### src/rtl/clkrstgen.sv
`default_nettype none
// ============================================================================
// Module      : clkrstgen
// Description : Board clock divider, button debouncer and power-on reset
//               sequencer. The divided clock "clk" is produced as a register
//               in the CLK domain, and clk_rise marks its rising edges.
//               power_on_reset is held until the debounced button has been
//               released. It then stays held for PORCYCLES clk periods and
//               deasserts only on a clk falling edge.
// Ports       : CLK            - board clock, sole clock of the block
//               RST_N          - asynchronous active-low reset
//               BTN_N          - raw bouncy button, active-low
//               div_sel        - half-period select, divisor = 2*(div_sel+1)
//               clk            - divided clock, 50% duty, registered
//               clk_rise       - one-CLK pulse while clk enters its high phase
//               power_on_reset - active-high system reset
//               btn_state      - debounced button, 1 = pressed
// Revision    : 1.0 - initial release
// ============================================================================
module clkrstgen #(
    parameter int DIVBITS   = 4,
    parameter int DEBOUNCE  = 1024,
    parameter int PORCYCLES = 16
) (
    input  logic               CLK,
    input  logic               RST_N,
    input  logic               BTN_N,
    input  logic [DIVBITS-1:0] div_sel,
    output logic               clk,
    output logic               clk_rise,
    output logic               power_on_reset,
    output logic               btn_state
);

    localparam int DBW = $clog2(DEBOUNCE);
    localparam int PCW = $clog2(PORCYCLES + 1);

    localparam logic [DBW-1:0] c_DEB_LAST = DBW'(DEBOUNCE - 1);
    localparam logic [PCW-1:0] c_POR_DONE = PCW'(PORCYCLES);

    typedef enum logic [1:0] {
        ST_HOLD  = 2'd0,
        ST_COUNT = 2'd1,
        ST_RUN   = 2'd2
    } state_t;

    // ------------------------------------------------------------------
    // Clock divider
    // ------------------------------------------------------------------
    logic [DIVBITS-1:0] r_hcnt;
    logic [DIVBITS-1:0] r_hsel;
    logic               w_half_done;
    logic               w_fall;

    assign w_half_done = (r_hcnt == r_hsel);
    // clk is about to go 1->0 on this edge: the end of a full period.
    assign w_fall      = w_half_done & clk;

    always_ff @(posedge CLK or negedge RST_N) begin
        if (!RST_N) begin
            r_hcnt   <= '0;
            r_hsel   <= DIVBITS'(1);
            clk      <= 1'b0;
            clk_rise <= 1'b0;
        end else begin
            // Registered together with clk so that the pulse covers exactly
            // the first CLK cycle of the high phase.
            clk_rise <= w_half_done & ~clk;
            if (w_half_done) begin
                r_hcnt <= '0;
                clk    <= ~clk;
                // div_sel is loaded only at the end of a full period. A change
                // made in mid-period can therefore never shorten a phase.
                if (clk) begin
                    r_hsel <= div_sel;
                end
            end else begin
                r_hcnt <= r_hcnt + 1'b1;
            end
        end
    end

    // ------------------------------------------------------------------
    // Button synchroniser and debouncer
    // ------------------------------------------------------------------
    logic [1:0]     r_sync;
    logic [DBW-1:0] r_dcnt;
    logic           w_btn_pressed;

    assign w_btn_pressed = ~r_sync[1];

    always_ff @(posedge CLK or negedge RST_N) begin
        if (!RST_N) begin
            r_sync    <= 2'b11;         // released level of an active-low button
            r_dcnt    <= '0;
            btn_state <= 1'b0;
        end else begin
            r_sync <= {r_sync[0], BTN_N};
            if (w_btn_pressed == btn_state) begin
                r_dcnt <= '0;
            end else if (r_dcnt == c_DEB_LAST) begin
                btn_state <= w_btn_pressed;
                r_dcnt    <= '0;
            end else begin
                r_dcnt <= r_dcnt + 1'b1;
            end
        end
    end

    // ------------------------------------------------------------------
    // Reset sequencer
    // ------------------------------------------------------------------
    state_t         r_state;
    logic [PCW-1:0] r_porcnt;

    always_ff @(posedge CLK or negedge RST_N) begin
        if (!RST_N) begin
            r_state        <= ST_HOLD;
            r_porcnt       <= '0;
            power_on_reset <= 1'b1;
        end else begin
            case (r_state)
                ST_HOLD: begin
                    power_on_reset <= 1'b1;
                    r_porcnt       <= '0;
                    if (!btn_state) begin
                        r_state <= ST_COUNT;
                    end
                end
                ST_COUNT: begin
                    if (btn_state) begin
                        r_state  <= ST_HOLD;
                        r_porcnt <= '0;
                    end else if (w_fall && (r_porcnt == c_POR_DONE)) begin
                        // Release only where clk falls, so logic clocked by
                        // clk sees a full low phase before its first edge.
                        r_state        <= ST_RUN;
                        power_on_reset <= 1'b0;
                    end else if (clk_rise && (r_porcnt != c_POR_DONE)) begin
                        r_porcnt <= r_porcnt + 1'b1;
                    end
                end
                ST_RUN: begin
                    if (btn_state) begin
                        r_state        <= ST_HOLD;
                        r_porcnt       <= '0;
                        power_on_reset <= 1'b1;
                    end
                end
                default: begin
                    r_state        <= ST_HOLD;
                    r_porcnt       <= '0;
                    power_on_reset <= 1'b1;
                end
            endcase
        end
    end

endmodule
`default_nettype wire

### config.mk
export PLATFORM = sky130hd
export DESIGN_NAME = clkrstgen
export DESIGN_NICKNAME = d
export VERILOG_FILES = /design/src/rtl/clkrstgen.sv
export SDC_FILE = /design/constraint.sdc
export NUM_CORES = 1
export LEC_CHECK = 0
export ABC_AREA = 1
export CELL_PAD_IN_SITES_DETAIL_PLACEMENT = 1
export CELL_PAD_IN_SITES_GLOBAL_PLACEMENT = 1
export CORE_UTILIZATION = 44
export DETAILED_ROUTE_END_ITERATION = 16
export PLACE_DENSITY_LB_ADDON = 0.12
export SLEW_MARGIN = 5
export SYNTH_ARGS = -nofsm -noshare
export SYNTH_HDL_FRONTEND = slang
export SYNTH_SLANG_ARGS = --single-unit
export TNS_END_PERCENT = 1
### constraint.sdc
create_clock -name CLK -period 1.77 [get_ports CLK]
set_input_delay 0.2655 -clock CLK [delete_from_list [all_inputs] [get_ports CLK]]
set_output_delay 0.2655 -clock CLK [all_outputs]
set_load 0.01 [all_outputs]
==> metrics.txt <==
Pleak=~0.80 nW; number of vias per cell=4.84; Setup crit end kind=output pin; Worst-Margin Slew=0.384 ns; Multi-input gate area=between 600 and 700 um2; fin crit share=96.0%; largest stage delay on the critical path=approximately 0.6 ns; ant diodes=0; fillers=between 300 and 400; CTS tree=done; Fin Setup TNS=0 ns; drt wl/cell=roughly 12 um; run status=complete, no violations; Finished Core Util=approximately 56%; CTS Buf Count=5; DP Worst Slack=between 0.3 and 0.4 ns; Worst VDD drop=0.607 mV; leading area contributor after synthesis=dfrtp_1; DR iter-0 viols=58; post-DP HPWL=2000 um; clock sinks=31; Die Footprint=0.00355 mm2; Syn Inst Count=156; RSZ-0062 raised after global routing=false; Clock Tree Buf Depth=2; Worst Path Buf+Inv=1; first-pass GRT wire length=~4900 um; Register-to-Register Path Depth=8; commonest cells after routing, fill and taps aside=dfrtp_1, nand2_1, nor2_1, inv_1, clkdlybuf4s50_1; Final Setup Violations=0; IO Pins=11; H-tree depth=2; vias in the first global route=between 1,000 and 1,500; number of cells on the critical path=1; Initial Util=between 40% and 50%; row count=20; Core ar.=0.00310 mm2; Total Routing Usage GR=19.5%; maxcap violations=0; Seq cells post-synth=31; routed via count=1,060; cell area after synthesis=0.00146 mm2; Final Wtd Congestion=0.778; post-synth top area share=46.3%; maximum clock frequency=0.588 GHz; clk slew on worst S/H paths=0.10 ns; element type at the critical path start=register; max-slew violation count=0; root buffer cell=clkbuf_4; YS warnings=0; DRT Pass-1 Iters=4; Final Hold Vio Count=0; largest net degree at the start of global routing=32; DIE HEIGHT=59.6 um; setup ws final=roughly 0.071 ns; Seq/Total Area, Yosys=53.5%; clk_skew=0.0101 ns; ratio of cells with drive above 1 in the final layout=~17%; crit path DAT=approximately 1.4 ns; DRT Wirelength=2710 um; Antenna Nets Post-Route=0; Mean Syn Cell Area=9.36 um2; maximum fanout along the worst path=7; Die Width=about 60 um; min Tclk post-route=1.70 ns; commonest non-fill, non-tap cell in the layout=dfrtp_1; Post-CTS Setup Inserts=0; Remaining Overflow, GRT=0; worst rel slew slack=74.4%; later-pin clock latency in the skew report=0.34 ns; crit-path cells=clkdlybuf4s50_1; critical setup path kind=register to output pin; hold-fix buffers at CTS=0; slowest cell on the critical path=clkdlybuf4s50_1; top cells by area, synth=dfrtp_1, dfstp_2, nand2_1; Synth Net Count=167; register area=between 700 and 800 um2; Worst Path Required=~1.5 ns; final net count=185; Hold Path Class=input port to async pin; Yosys cell types=24; area grow syn2layout=18.1%; port bufs=10; cell family with most CP delay=buffers and inverters; cell area power density=1340 mW/mm2; initial antenna violation count=0; DRC=0; Gates resized, CTS repair=0
-- registers in the layout, indices dropped and copies added (netlist names) --
signal / count
clk: 1
clk_rise: 1
r_dcnt: 10
r_sync: 2
btn_state: 1
power_on_reset: 1
r_state: 2
r_hsel: 4
r_hcnt: 4
r_porcnt: 5
-- Yosys cell counts --
cell type and instances:
xor2_1 7, nor3_1 3, ha_1 4, nand2_4 1, nand3_2 4, nand2_1 24, nor2_2 2, nand3_1 8
nor3b_1 1, o21ai_1 6, dfrtp_1 27, a21oi_1 3, inv_2 2, nor2_4 2, xnor2_1 5, or2_2 1
dfstp_2 4, nor2_1 22, nand4_1 3, nand2_2 4, and3_2 1, inv_1 16, o21bai_1 1, o21ai_0 5
-- power breakdown --
part | switching, W | leakage [nW] | internal, W
sequential | 0.000136 | 0.390 | 0.000870
combinational | 0.000353 | 0.360 | 0.000267
clock | 0.000251 | 0.0525 | 0.000441
-- through the flow --
stage	hold slack (ns)	power, W	std cells	area, um2
6_report	0.312	0.00232	219	1720
5_1_grt	0.315	0.00250	219	1720
4_1_cts	0.310	0.00237	219	1720
3_5_place_dp	0.347	0.00166	211	1620
3_3_place_gp	0.346	0.00161	211	1620
2_1_floorplan	-0.0301	0.00146	156	1460
-- cell families after synthesis --
family | share of synthesized area (%)
and+or+nand+nor | 26.0
DFF | 53.5
buffers and inverters | 4.63
AOI/OAI and AO/OA | 5.31
xor gates and xnor gates | 7.20
adders and majority gates | 3.43
-- final timing paths --
check / start / end / slack, ns
hold / removal: RST_N / r_dcnt[3] / 0.31
min in group CLK: BTN_N / r_sync[0] / 0.33
hold reg to reg: r_sync[0] / r_sync[1] / 0.36
max in group asynchronous: RST_N / power_on_reset / 1.14
setup / recovery: btn_state / btn_state / 0.07
setup reg to reg: r_dcnt[0] / r_dcnt[7] / 0.37
-- layout make-up --
| cell class | instances | share of cell area [%] |
|---|---|---|
| multi-input combinational | 107 | 35.5 |
| tap | 44 | 3.19 |
| timing repair buffer | 11 | 6.24 |
| sequential | 31 | 45.3 |
| inverter | 18 | 3.92 |
| clock inverter | 2 | 3.48 |
| clock buffer | 6 | 2.39 |
-- per-layer routing --
layer	GRT usage, %	vias up	wire length [um]
met5	0	-	0
li1	-	533	-
met4	11.3	0	81
met1	25.1	497	1290
met2	28.9	20	1230
met3	6.11	10	102
(Power assumes the default switching activity.)
